File: config.mk
export PLATFORM = sky130hd
export DESIGN_NAME = vga_timing_gen
export DESIGN_NICKNAME = d
export VERILOG_FILES = /design/src/rtl/vga_timing_gen.sv
export SDC_FILE = /design/constraint.sdc
export NUM_CORES = 1
export LEC_CHECK = 0
export BUFFER_PORTS_ARGS = -buffer_cell sky130_fd_sc_hd__clkbuf_2
export CORE_UTILIZATION = 55
export CTS_BUF_LIST = sky130_fd_sc_hd__clkbuf_4 sky130_fd_sc_hd__clkbuf_8
export CTS_CLUSTER_SIZE = 10
export DETAILED_ROUTE_END_ITERATION = 10
export GPL_ROUTABILITY_DRIVEN = 0
export GPL_TIMING_DRIVEN = 0
export HOLD_SLACK_MARGIN = 0.02
export PLACE_DENSITY = 0.83
export SYNTH_ARGS = -nofsm -noshare
export SYNTH_HDL_FRONTEND = slang
export SYNTH_SLANG_ARGS = --single-unit
File: constraint.sdc
create_clock -name clk -period 5.2 [get_ports clk]
set_clock_uncertainty 0.1 [all_clocks]
set_input_delay 1.56 -clock clk [delete_from_list [all_inputs] [get_ports clk]]
set_output_delay 1.56 -clock clk [all_outputs]
set_load 0.1 [all_outputs]
File: src/rtl/vga_timing_gen.sv
// vga_timing_gen: VGA scan timing (default 640x480@60 from 100 MHz) with optional colour bars.
//   Optional feature macro: VGA_TEST_PATTERN_EN (colour-bar test pattern on rgb).
//   Ports:
//     clk         system clock, the only clock
//     reset       synchronous, active-high
//     pix_en      one-clk strobe in the cycle before each coordinate advance
//     hc, vc      scan position, 0..H_TOTAL-1 / 0..V_TOTAL-1
//     dat_act     high inside the visible area
//     hsync/vsync sync pulses, asserted level set by SYNC_POL
//     frame_start one-clk pulse when the position becomes (0,0)
//     rgb         test-pattern colour {R,G,B} x 4 bits, 0 when the pattern is compiled out
module vga_timing_gen #(
  parameter int CLK_DIV  = 4,
  parameter int H_ACTIVE = 640,
  parameter int H_FP     = 16,
  parameter int H_SYNC   = 96,
  parameter int H_BP     = 48,
  parameter int V_ACTIVE = 480,
  parameter int V_FP     = 10,
  parameter int V_SYNC   = 2,
  parameter int V_BP     = 33,
  parameter bit SYNC_POL = 1'b0
) (
  input  logic        clk,
  input  logic        reset,
  output logic        pix_en,
  output logic [9:0]  hc,
  output logic [9:0]  vc,
  output logic        dat_act,
  output logic        hsync,
  output logic        vsync,
  output logic        frame_start,
  output logic [11:0] rgb
);
  localparam int H_TOTAL = H_ACTIVE + H_FP + H_SYNC + H_BP;
  localparam int V_TOTAL = V_ACTIVE + V_FP + V_SYNC + V_BP;
  if (H_TOTAL > 1024 || V_TOTAL > 1024) begin : g_bad_total
    $error("vga_timing_gen: H_TOTAL and V_TOTAL must not exceed 1024");
  end
  if (CLK_DIV < 1 || CLK_DIV > 16) begin : g_bad_div
    $error("vga_timing_gen: CLK_DIV must be in 1..16");
  end
  localparam logic [3:0]  DIV_LAST = 4'(CLK_DIV - 1);
  localparam logic [9:0]  H_LAST   = 10'(H_TOTAL - 1);
  localparam logic [9:0]  V_LAST   = 10'(V_TOTAL - 1);
  localparam logic [10:0] HA       = 11'(H_ACTIVE);
  localparam logic [10:0] HS_BEG   = 11'(H_ACTIVE + H_FP);
  localparam logic [10:0] HS_END   = 11'(H_ACTIVE + H_FP + H_SYNC);
  localparam logic [10:0] VA       = 11'(V_ACTIVE);
  localparam logic [10:0] VS_BEG   = 11'(V_ACTIVE + V_FP);
  localparam logic [10:0] VS_END   = 11'(V_ACTIVE + V_FP + V_SYNC);
  logic [3:0] div_q, div_d;
  logic       pix_en_q, pix_en_d;
  logic [9:0] hc_q, hc_d, vc_q, vc_d;
  logic       act_q, act_d, hs_q, hs_d, vs_q, vs_d, fs_q, fs_d;
  logic       h_wrap;
  // Syncs, active flag and frame pulse are computed from the next counter
  // values so that, once registered, they line up with hc/vc on the same edge.
  always_comb begin
    div_d    = div_q == DIV_LAST ? 4'd0 : div_q + 4'd1;
    pix_en_d = div_d == DIV_LAST;
    h_wrap   = hc_q == H_LAST;
    hc_d     = !pix_en_q ? hc_q : h_wrap ? 10'd0 : hc_q + 10'd1;
    vc_d     = !(pix_en_q && h_wrap) ? vc_q : vc_q == V_LAST ? 10'd0 : vc_q + 10'd1;
    act_d    = {1'b0, hc_d} < HA && {1'b0, vc_d} < VA;
    hs_d     = ({1'b0, hc_d} >= HS_BEG && {1'b0, hc_d} < HS_END) ? SYNC_POL : ~SYNC_POL;
    vs_d     = ({1'b0, vc_d} >= VS_BEG && {1'b0, vc_d} < VS_END) ? SYNC_POL : ~SYNC_POL;
    fs_d     = pix_en_q && hc_d == 10'd0 && vc_d == 10'd0;
  end
  // Reset parks the scan on the last blanking position so the first advance
  // lands on (0,0) and raises frame_start.
  always_ff @(posedge clk) begin
    if (reset) begin
      div_q    <= 4'd0;
      pix_en_q <= 1'b0;
      hc_q     <= H_LAST;
      vc_q     <= V_LAST;
      act_q    <= 1'b0;
      hs_q     <= ~SYNC_POL;
      vs_q     <= ~SYNC_POL;
      fs_q     <= 1'b0;
    end else begin
      div_q    <= div_d;
      pix_en_q <= pix_en_d;
      hc_q     <= hc_d;
      vc_q     <= vc_d;
      act_q    <= act_d;
      hs_q     <= hs_d;
      vs_q     <= vs_d;
      fs_q     <= fs_d;
    end
  end
  assign pix_en      = pix_en_q;
  assign hc          = hc_q;
  assign vc          = vc_q;
  assign dat_act     = act_q;
  assign hsync       = hs_q;
  assign vsync       = vs_q;
  assign frame_start = fs_q;
`ifdef VGA_TEST_PATTERN_EN
  localparam logic [9:0] BAR_W = 10'(H_ACTIVE / 8);
  logic [11:0] rgb_q, rgb_d;
  logic [2:0]  bar;
  // Bar order FFF,FF0,0FF,0F0,F0F,F00,00F,000: each channel is on when one
  // bit of the bar index is clear (R:bit1, G:bit2, B:bit0).
  always_comb begin
    bar   = 3'(hc_d / BAR_W);
    rgb_d = act_d ? {{4{~bar[1]}}, {4{~bar[2]}}, {4{~bar[0]}}} : 12'h000;
  end
  always_ff @(posedge clk) begin
    if (reset) rgb_q <= 12'h000;
    else rgb_q <= rgb_d;
  end
  assign rgb = rgb_q;
`else
  assign rgb = 12'h000;
`endif
endmodule

Yosys cells after proc, flatten, opt, wreduce, memory -nomap -nowiden. Cells that the tools add are included.

Bits in registers: 29.

$add $sub $neg: 3. Order comparisons: 6. Equal/unequal tests: 4. Muxes and demuxes: 7. Reductions and logical operators: 8.

Operators by type and width (count): $mux W10 (4); $add A10 B1 Y10 const B (2); $eq A10 B10 Y1 const B (2); $logic_not A10 Y1 (2); $lt A10 B10 Y1 const B (2); $lt A10 B9 Y1 const B (2); $ge A10 B10 Y1 const B (1); $ge A10 B9 Y1 const B (1); $eq A4 B2 Y1 const B (2); $logic_and A1 B1 Y1 (6); $add A4 B1 Y4 const B (1); $mux W4 (1); $mux W1 (2).

Longest topological paths before layout. Gate-level depths: netlist (run 1).

Depth after elaboration: 6. Gate-level depth with buffers: 9.

Least setup slack after synthesis (run 1). Ideal clock, no wire load.

Kind: reg2reg. From: register hc_q[1], in the netlist hc[1]. To: register fs_q, in the netlist frame_start. Arrival: 2763 ps. Data required time: 4997 ps. Path slack: 2233 ps. Stages on the path, launching flop included: 10. Path buffers: 2. Period minus slack after synthesis: 2967 ps. Path through: dfxtp_1 -> ha_1 -> and3_2 -> and3_4 -> buf_6 -> buf_4 -> o2111ai_1 -> a22oi_2 -> nand4_1 -> a2111oi_2.

Longest elaborated chain between the ends: 6. Elaborated cells on any way between the ends: 10. Classes of those cells: add/sub: 1; eq/ne: 1; mux: 3; reduce/logical: 5.

RTL lines: from (decl) (RTL line 54) `logic [9:0] hc_q, hc_d, vc_q, vc_d;`; from (signal assigned) (RTL line 76) `hc_q <= H_LAST;`; from (signal assigned) (RTL line 85) `hc_q <= hc_d;`; $add A10 B1 Y10 / $eq A10 B10 Y1 (equally long branches) (RTL line 63, 62); $mux W10 (2 in series) (RTL line 63) `hc_d = !pix_en_q ? hc_q : h_wrap ? 10'd0 : hc_q + 10'd1;`; $logic_not A10 Y1 (RTL line 68) `fs_d = pix_en_q && hc_d == 10'd0 && vc_d == 10'd0;`; $logic_and A1 B1 Y1 (RTL line 68); $logic_and A1 B1 Y1 (*) (RTL line 68); to (signal assigned) (RTL line 90) `fs_q <= fs_d;`; to (decl) (RTL line 55) `logic act_q, act_d, hs_q, hs_d, vs_q, vs_d, fs_q, fs_d;`.

Mark *: on every way between the ends. The rest lies on a longest branch, timed or not. A chain may end at the register's enable or synchronous reset.

Worst setup path in the final report (run 1).
From: register vc_q[6], in the netlist vc[6]. To: output vc[6].

RTL lines: from (decl) (RTL line 54); from (signal assigned) (RTL line 86) `vc_q <= vc_d;`; to (decl) (RTL line 28) `output logic [9:0] vc,`.

No word-level cell between the ends.

==> results of run 1 <==
-- state kept, by name, summed over array words and instances, names as in the netlist --
register	cells
div_q	4
hc	10
dat_act	1
hsync	1
vsync	1
frame_start	1
pix_en	1
vc	10
-- metal layers --
| metal | up-vias | share of wire | wire [microns] | GRT usage |
|---|---|---|---|---|
| met5 | - | 0 | 0 | 0 |
| met4 | 0 | 0.016 | 69 | 0.1122 |
| met3 | 8 | 0.079 | 333 | 0.05895 |
| met2 | 70 | 0.48 | 2006 | 0.4205 |
| met1 | 784 | 0.43 | 1792 | 0.3549 |
| li1 | 882 | - | - | - |
-- power by group --
part | switching [mW] | internal, mW
logic | 0.165 | 0.0513
registers | 0.0127 | 0.233
clock network | 0.0875 | 0.114
-- cell type report --
class / instances / area [sq um] / area share
Multi-Input combinational cell: 175 / 1077 / 0.5071
Sequential cell: 29 / 580.6 / 0.2733
Buffer: 26 / 171.4 / 0.08068
Timing Repair Buffer: 25 / 125.1 / 0.05889
Tap cell: 44 / 55.05 / 0.02591
Clock buffer: 6 / 51.30 / 0.02415
Clock inverter: 2 / 37.54 / 0.01767
Inverter: 7 / 26.28 / 0.01237
-- metrics by stage --
| step | power, mW | area (sq um) | cells | hold slack [ns] | util |
|---|---|---|---|---|---|
| finish | 0.6638 | 2125 | 314 | 0.4093 | 0.6847 |
| global route | 0.6940 | 2125 | 314 | 0.4358 | 0.6847 |
| CTS | 0.6639 | 2125 | 314 | 0.4129 | 0.6847 |
| detailed placement | 0.4657 | 2036 | 306 | 0.3963 | 0.6560 |
| global placement | 0.4633 | 2036 | 306 | 0.3901 | 0.6560 |
| floorplan | 0.4354 | 1856 | 237 | 0.3645 | - |
-- logic make-up (layout without fill, tap and decap cells) --
| kind of cell | count (synthesis) | count (layout) | synth area share |
|---|---|---|---|
| AND/OR/NAND/NOR | 95 | 95 | 0.2869 |
| other | 1 | 12 | 0.002067 |
| adder cells (fa/ha/maj) | 5 | 5 | 0.03448 |
| multiplexers | 1 | 1 | 0.006206 |
| XOR/XNOR | 9 | 9 | 0.04345 |
| buffers and inverters | 33 | 66 | 0.1090 |
| flip-flops | 29 | 29 | 0.3200 |
| AO/OA/AOI/OAI | 53 | 53 | 0.1979 |
-- worst register-to-register path, stage by stage (launching register included) --
cell                        delay [ns]
sky130_fd_sc_hd__dfxtp_1          0.42
sky130_fd_sc_hd__ha_1             0.29
sky130_fd_sc_hd__and3_2           0.25
sky130_fd_sc_hd__and3_4           0.18
sky130_fd_sc_hd__buf_6            0.11
sky130_fd_sc_hd__buf_4            0.17
sky130_fd_sc_hd__o2111ai_1        0.16
sky130_fd_sc_hd__a22oi_2          0.26
sky130_fd_sc_hd__nand4_1          0.16
sky130_fd_sc_hd__a2111oi_2        0.41
-- final timing paths --
path,slack [ns],startpoint,end,cells after the start
setup / recovery,2.16,vc[6]$_SDFF_PP0_,vc[6],1
hold / removal,0.41,div_q[0]$_SDFF_PP0_,div_q[0]$_SDFF_PP0_,1
setup reg to reg,2.58,hc[0]$_SDFF_PP1_,frame_start$_SDFF_PP0_,9
hold reg to reg,0.41,div_q[0]$_SDFF_PP0_,div_q[0]$_SDFF_PP0_,1
-- layout by cell type (no fill, tap or decap), types with 2 or more instances in the layout --
cell type	instances
sky130_fd_sc_hd__a211o_1	2
sky130_fd_sc_hd__o21ai_0	14
sky130_fd_sc_hd__nand4_1	4
sky130_fd_sc_hd__clkbuf_4	5
sky130_fd_sc_hd__nor3_1	12
sky130_fd_sc_hd__nor4_1	4
sky130_fd_sc_hd__and4_1	2
sky130_fd_sc_hd__xor2_1	4
sky130_fd_sc_hd__a21oi_1	13
sky130_fd_sc_hd__a211oi_1	3
sky130_fd_sc_hd__ha_1	5
sky130_fd_sc_hd__conb_1	12
sky130_fd_sc_hd__or2_2	2
sky130_fd_sc_hd__and3_1	2
sky130_fd_sc_hd__nor2_1	17
sky130_fd_sc_hd__nand3_1	10
sky130_fd_sc_hd__nand3b_1	3
sky130_fd_sc_hd__nand2_1	21
sky130_fd_sc_hd__o211ai_1	4
sky130_fd_sc_hd__clkbuf_1	3
sky130_fd_sc_hd__inv_1	7
sky130_fd_sc_hd__dfxtp_1	29
sky130_fd_sc_hd__and2_1	2
sky130_fd_sc_hd__clkbuf_2	25
sky130_fd_sc_hd__xnor2_1	5
sky130_fd_sc_hd__buf_4	16
sky130_fd_sc_hd__buf_2	5
sky130_fd_sc_hd__or3_1	4
==> results.sh, run 1 <==
export IMPL_run_status="finished clean"
export IMPL_setup_viol=0
export IMPL_tritoncts_clock_tree="yes"
export IMPL_wl_mm=4.202
export IMPL_maxCapViolCount=0
export IMPL_worst_setup_path_type="reg2out"
export IMPL_post_cts_resize_count=0
export IMPL_cts_buffers_inserted=5
export IMPL_wire_length_of_the_first_global_routing_pass_mm=7.044
export IMPL_syn_instance_count=226
export IMPL_clock_network_latency_to_the_later_pin_of_the_worst_skew_pair_ns=0.34
export IMPL_route_detailed_drc=0
export IMPL_detailed_routing_iteration_count_for_the_pre_antenna_repair_pass=4
export IMPL_worstSetupEndpointType="output pin"
export IMPL_synth_enable_flop_cells=0
export IMPL_cts_num_sinks=29
export IMPL_wl_per_cell_microns=13.38
export IMPL_ir_drop_mv=0.1685
export IMPL_grt_start_max_net_pins=11
export IMPL_async_reset_ff_frac=0
export IMPL_period_minus_slack_ns=3.039
export IMPL_leakage_nw=0.8596
export IMPL_timing_setup_tns_ns=0
export IMPL_die_height_microns=59.44
export IMPL_route_detailed_vias_per_inst=5.554
export IMPL_placeable_core_area_sq_um=3103
export IMPL_crit_arrival_ns=1.38
export IMPL_die_area_sq_um=3533
export IMPL_number_of_global_route_vias_before_repair=1543
export IMPL_cts_htree_levels=2
export IMPL_average_footprint_of_a_synthesized_cell_sq_um=8.028
export IMPL_critical_path_peak_fanout=9
export IMPL_grt_total_usage=0.2685
export IMPL_relSlewSlack=0.5489
export IMPL_finalCritPeriodShare=0.5845
export IMPL_layout_cells_sized_above_1=0.2481
export IMPL_design_portCount=39
export IMPL_proportion_of_synthesized_chip_area_in_sequential_cells=0.3200
export IMPL_tightest_slew_ns=0.6705
export IMPL_antenna_found_initial=0
export IMPL_dp_final_hpwl_mm=2.962
export IMPL_layout_setup_ws_ns=2.161
export IMPL_place_port_buffers=25
export IMPL_diode_count=0
export IMPL_clock_input_transition_at_the_sequential_cells_of_the_worst_setup_and_hold_paths_ns=0.10
export IMPL_synthesis_yosys_warnings=0
export IMPL_synthMostInstantiatedCell="sky130_fd_sc_hd__dfxtp_1"
export IMPL_chipWidth_microns=59.44
export IMPL_synthTopCellsByArea="sky130_fd_sc_hd__dfxtp_1 (32%), sky130_fd_sc_hd__buf_4 (6.6%), sky130_fd_sc_hd__nand2_1 (4.3%), sky130_fd_sc_hd__o21ai_0 (3.9%), sky130_fd_sc_hd__a21oi_1 (3.6%)"
export IMPL_rsz0062_at_grt="no"
export IMPL_worst_setup_path_start_kind="flop"
export IMPL_synth_lib_cells_used_distinct=58
export IMPL_drt_initial_drc_count=121
export IMPL_cts_buffer_depth=2
export IMPL_gr_total_overflow=0
export IMPL_vias=1744
export IMPL_maxSlewViolCount=0
export IMPL_ys_top_cells_by_count="sky130_fd_sc_hd__dfxtp_1 (29), sky130_fd_sc_hd__nand2_1 (21), sky130_fd_sc_hd__nor2_1 (17), sky130_fd_sc_hd__buf_4 (16), sky130_fd_sc_hd__o21ai_0 (14)"
export IMPL_netlist_area_leader_share=0.3200
export IMPL_initial_utilization=0.5847
export IMPL_design_final_nets=276
export IMPL_netlist_top_cell_by_area="sky130_fd_sc_hd__dfxtp_1"
export IMPL_area_growth_from_synthesis_to_layout_pct=17.10
export IMPL_cts_hold_repair_buffers=0
export IMPL_critical_path_cell_chain="clkbuf_2"
export IMPL_syn_area_sq_um=1814
export IMPL_type_of_the_worst_min_delay_path="reg2reg"
export IMPL_required_time_of_the_critical_path_ns=3.54
export IMPL_cts_setup_buffers=0
export IMPL_cts_root_buf="sky130_fd_sc_hd__clkbuf_4"
export IMPL_synth_seq_cells=29
export IMPL_max_freq_ghz=0.3290
export IMPL_crit_buf_inv=1
export IMPL_cp_slowest_stage_delay_ns=0.52
export IMPL_critPathSlowestCell="sky130_fd_sc_hd__dfxtp_1"
export IMPL_critPathTopFamily="flip-flops"
export IMPL_preCtsSetupSlack_ns=1.882
export IMPL_finalHoldViolCount=0
export IMPL_core_rowCount=20
export IMPL_yosys_most_used_dff="sky130_fd_sc_hd__dfxtp_1"
export IMPL_postRouteAntennaNets=0
export IMPL_power_per_cell_area_nw_per_um2=312.4
export IMPL_fillCellCount=276
Note: power is estimated with default switching activity, not from simulation.
==> run 2: changes to the inputs <==
- CORE_UTILIZATION: 55 -> 51
- PLACE_DENSITY: 0.83 -> 0.81
- clock period: 5.2 -> 2.5 ns (I/O delays scaled with it)
==> run 2 against run 1 <==
Effect of this change:
- via count up 1.4%
- critical path depth up 6
- sequential power up 110%
- critical endpoint is now vsync$_SDFF_PP1_
- highest routed layer unchanged
==> results.sh, run 2 (same netlist as run 1, synthesis figures left out) <==
export IMPL_design_portCount=39
export IMPL_power_frac_comb=0.351
export IMPL_wire_length_of_the_first_global_routing_pass_mm=6.486
export IMPL_run_status="finished clean"
export IMPL_stdcell_count=316
export IMPL_wl_mm=4.072
export IMPL_internal_power_mw=0.7551
export IMPL_vias=1768
export IMPL_diode_count=0
export IMPL_grt_start_max_net_pins=11
export IMPL_fillCellCount=329
export IMPL_gr_total_overflow=0
export IMPL_cts_buffer_depth=2
export IMPL_postRouteAntennaNets=0
export IMPL_relSlewSlack=0.5504
export IMPL_global_route_usage_met2=0.3625
export IMPL_die_height_microns=61.65
export IMPL_place_port_buffers=25
export IMPL_timing_setup_tns_ns=0
export IMPL_clock_input_transition_at_the_sequential_cells_of_the_worst_setup_and_hold_paths_ns=0.09
export IMPL_power_per_cell_area_nw_per_um2=599.8
export IMPL_design_final_nets=276
export IMPL_globalRouteMet1Util=0.3121
export IMPL_maxCapViolCount=0
export IMPL_finalCritPeriodShare=0.9382
export IMPL_globalRouteMet3Util=0.06513
export IMPL_clock_network_latency_to_the_later_pin_of_the_worst_skew_pair_ns=0.32
export IMPL_setup_viol=0
export IMPL_maxSlewViolCount=0
export IMPL_cts_num_sinks=29
export IMPL_cts_htree_levels=2
export IMPL_launch_point_of_the_worst_reg_to_reg_path="hc[1]$_SDFF_PP1_"
export IMPL_required_time_of_the_critical_path_ns=2.60
export IMPL_cts_buffers_inserted=5
export IMPL_worstSetupEndpointType="flop"
export IMPL_initial_utilization=0.5394
export IMPL_number_of_global_route_vias_before_repair=1427
export IMPL_switching_share=0.4115
export IMPL_route_detailed_vias_per_inst=5.595
export IMPL_chipWidth_microns=61.65
export IMPL_crit_arrival_ns=2.44
export IMPL_mostFrequentLayoutCells="sky130_fd_sc_hd__clkbuf_2 (25), sky130_fd_sc_hd__nand2_1 (21), sky130_fd_sc_hd__buf_4 (17), sky130_fd_sc_hd__nor2_1 (17), sky130_fd_sc_hd__dfxtp_2 (17)"
export IMPL_area_growth_from_synthesis_to_layout_pct=17.93
export IMPL_tightest_slew_ns=0.6682
export IMPL_cts_hold_repair_buffers=0
export IMPL_type_of_the_worst_min_delay_path="reg2reg"
export IMPL_route_detailed_drc=0
export IMPL_dp_final_hpwl_mm=3.024
export IMPL_antenna_found_initial=0
export IMPL_seq_power_share=0.400
export IMPL_place_inst=308
export IMPL_p_total_mw=1.283
export IMPL_wl_per_cell_microns=12.89
export IMPL_period_minus_slack_ns=2.346
export IMPL_worst_setup_path_start_kind="flop"
export IMPL_p_sw_mw=0.5281
export IMPL_global_route_peak_usage_layer="met2"
export IMPL_max_freq_ghz=0.4263
export IMPL_final_common_cell="sky130_fd_sc_hd__clkbuf_2"
export IMPL_detailed_routing_iteration_count_for_the_pre_antenna_repair_pass=4
export IMPL_power_frac_clock=0.248
export IMPL_timing_hold_ws_ns=0.4078
export IMPL_cts_root_buf="sky130_fd_sc_hd__clkbuf_4"
export IMPL_layout_cells_sized_above_1=0.3259
export IMPL_drt_initial_drc_count=127
export IMPL_cp_startpoint="hc[1]$_SDFF_PP1_"
export IMPL_hold_crit_start="div_q[0]$_SDFF_PP0_"
export IMPL_leakage_nw=0.8586
export IMPL_tritoncts_clock_tree="yes"
export IMPL_placeable_core_area_sq_um=3363
export IMPL_rsz0062_at_grt="no"
export IMPL_die_area_sq_um=3800
export IMPL_finalHoldViolCount=0
export IMPL_core_rowCount=21
export IMPL_ir_drop_mv=0.3499
export IMPL_worst_setup_path_type="reg2reg"
export IMPL_grt_total_usage=0.2368
export IMPL_critical_path_peak_fanout=7
export IMPL_final_util=0.6362
run 2: cell count changes in the layout (fill, tap and decap cells not counted):
cell and delta:
sky130_fd_sc_hd__clkbuf_1 -1, sky130_fd_sc_hd__clkinvlp_4 -1, sky130_fd_sc_hd__dfxtp_1 -19, sky130_fd_sc_hd__clkbuf_4 +2, sky130_fd_sc_hd__dfxtp_2 +17, sky130_fd_sc_hd__dfxtp_4 +2
sky130_fd_sc_hd__bufinv_16 -1, sky130_fd_sc_hd__ha_1 -1, sky130_fd_sc_hd__buf_4 +1, sky130_fd_sc_hd__ha_2 +1
run 2: timing repair:
item / 4_1_cts / 5_1_grt
gates resized for setup: 0 / 1
setup buffers: 0 / 1
endpoints found under the hold margin: 0 / 0
setup endpoints to repair: 0 / 3
run 2: layer usage:
metal / vias to the layer above / share of wire
met1: 811 / 0.46
met4: 0 / 0.021
met5: - / 0
met3: 10 / 0.060
met2: 62 / 0.46
li1: 885 / -
run 2: path summary, 6_finish.rpt:
path | slack, ns | to | depth (start not counted)
max | 0.15 | vsync$_SDFF_PP1_ | 7
min | 0.41 | div_q[0]$_SDFF_PP0_ | 1
max reg2reg | 0.15 | vsync$_SDFF_PP1_ | 7
min reg2reg | 0.41 | div_q[0]$_SDFF_PP0_ | 1
run 2: layout make-up:
type	count	area, sq um	share of cell area
repair buffers	26	132.6	0.06199
well taps	46	57.56	0.02690
inverters	7	26.28	0.01228
flip-flops and latches	29	609.3	0.2848
clock buffers	8	66.31	0.03099
plain buffers	25	167.7	0.07836
multi-input cells	175	1080	0.5047
run 2: power by group through the flow:
stage               registers (mW)  clock network [mW]  logic [mW]
floorplan                    0.652                   0       0.257
global route                 0.518               0.352       0.482
finish                       0.513               0.319       0.451
CTS                          0.514               0.328       0.449
detailed placement           0.524                   0       0.448
global placement             0.522                   0       0.444
run 2: critical path: stages, from the launching register on:
cell and delay [ns]:
sky130_fd_sc_hd__dfxtp_4 0.38, sky130_fd_sc_hd__ha_2 0.24, sky130_fd_sc_hd__and3_2 0.23, sky130_fd_sc_hd__nand3_1 0.17, sky130_fd_sc_hd__or3_1 0.46, sky130_fd_sc_hd__xor2_1 0.18, sky130_fd_sc_hd__a211oi_2 0.31, sky130_fd_sc_hd__o211ai_1 0.14
run 2: metrics by stage:
stage | instance area (sq um) | setup WS (ns)
CTS | 2133 | 0.04135
global placement | 2067 | -0.02100
detailed placement | 2067 | 0.04887
global route | 2140 | 0.01914
finish | 2140 | 0.1544
floorplan | 1884 | 0.006518
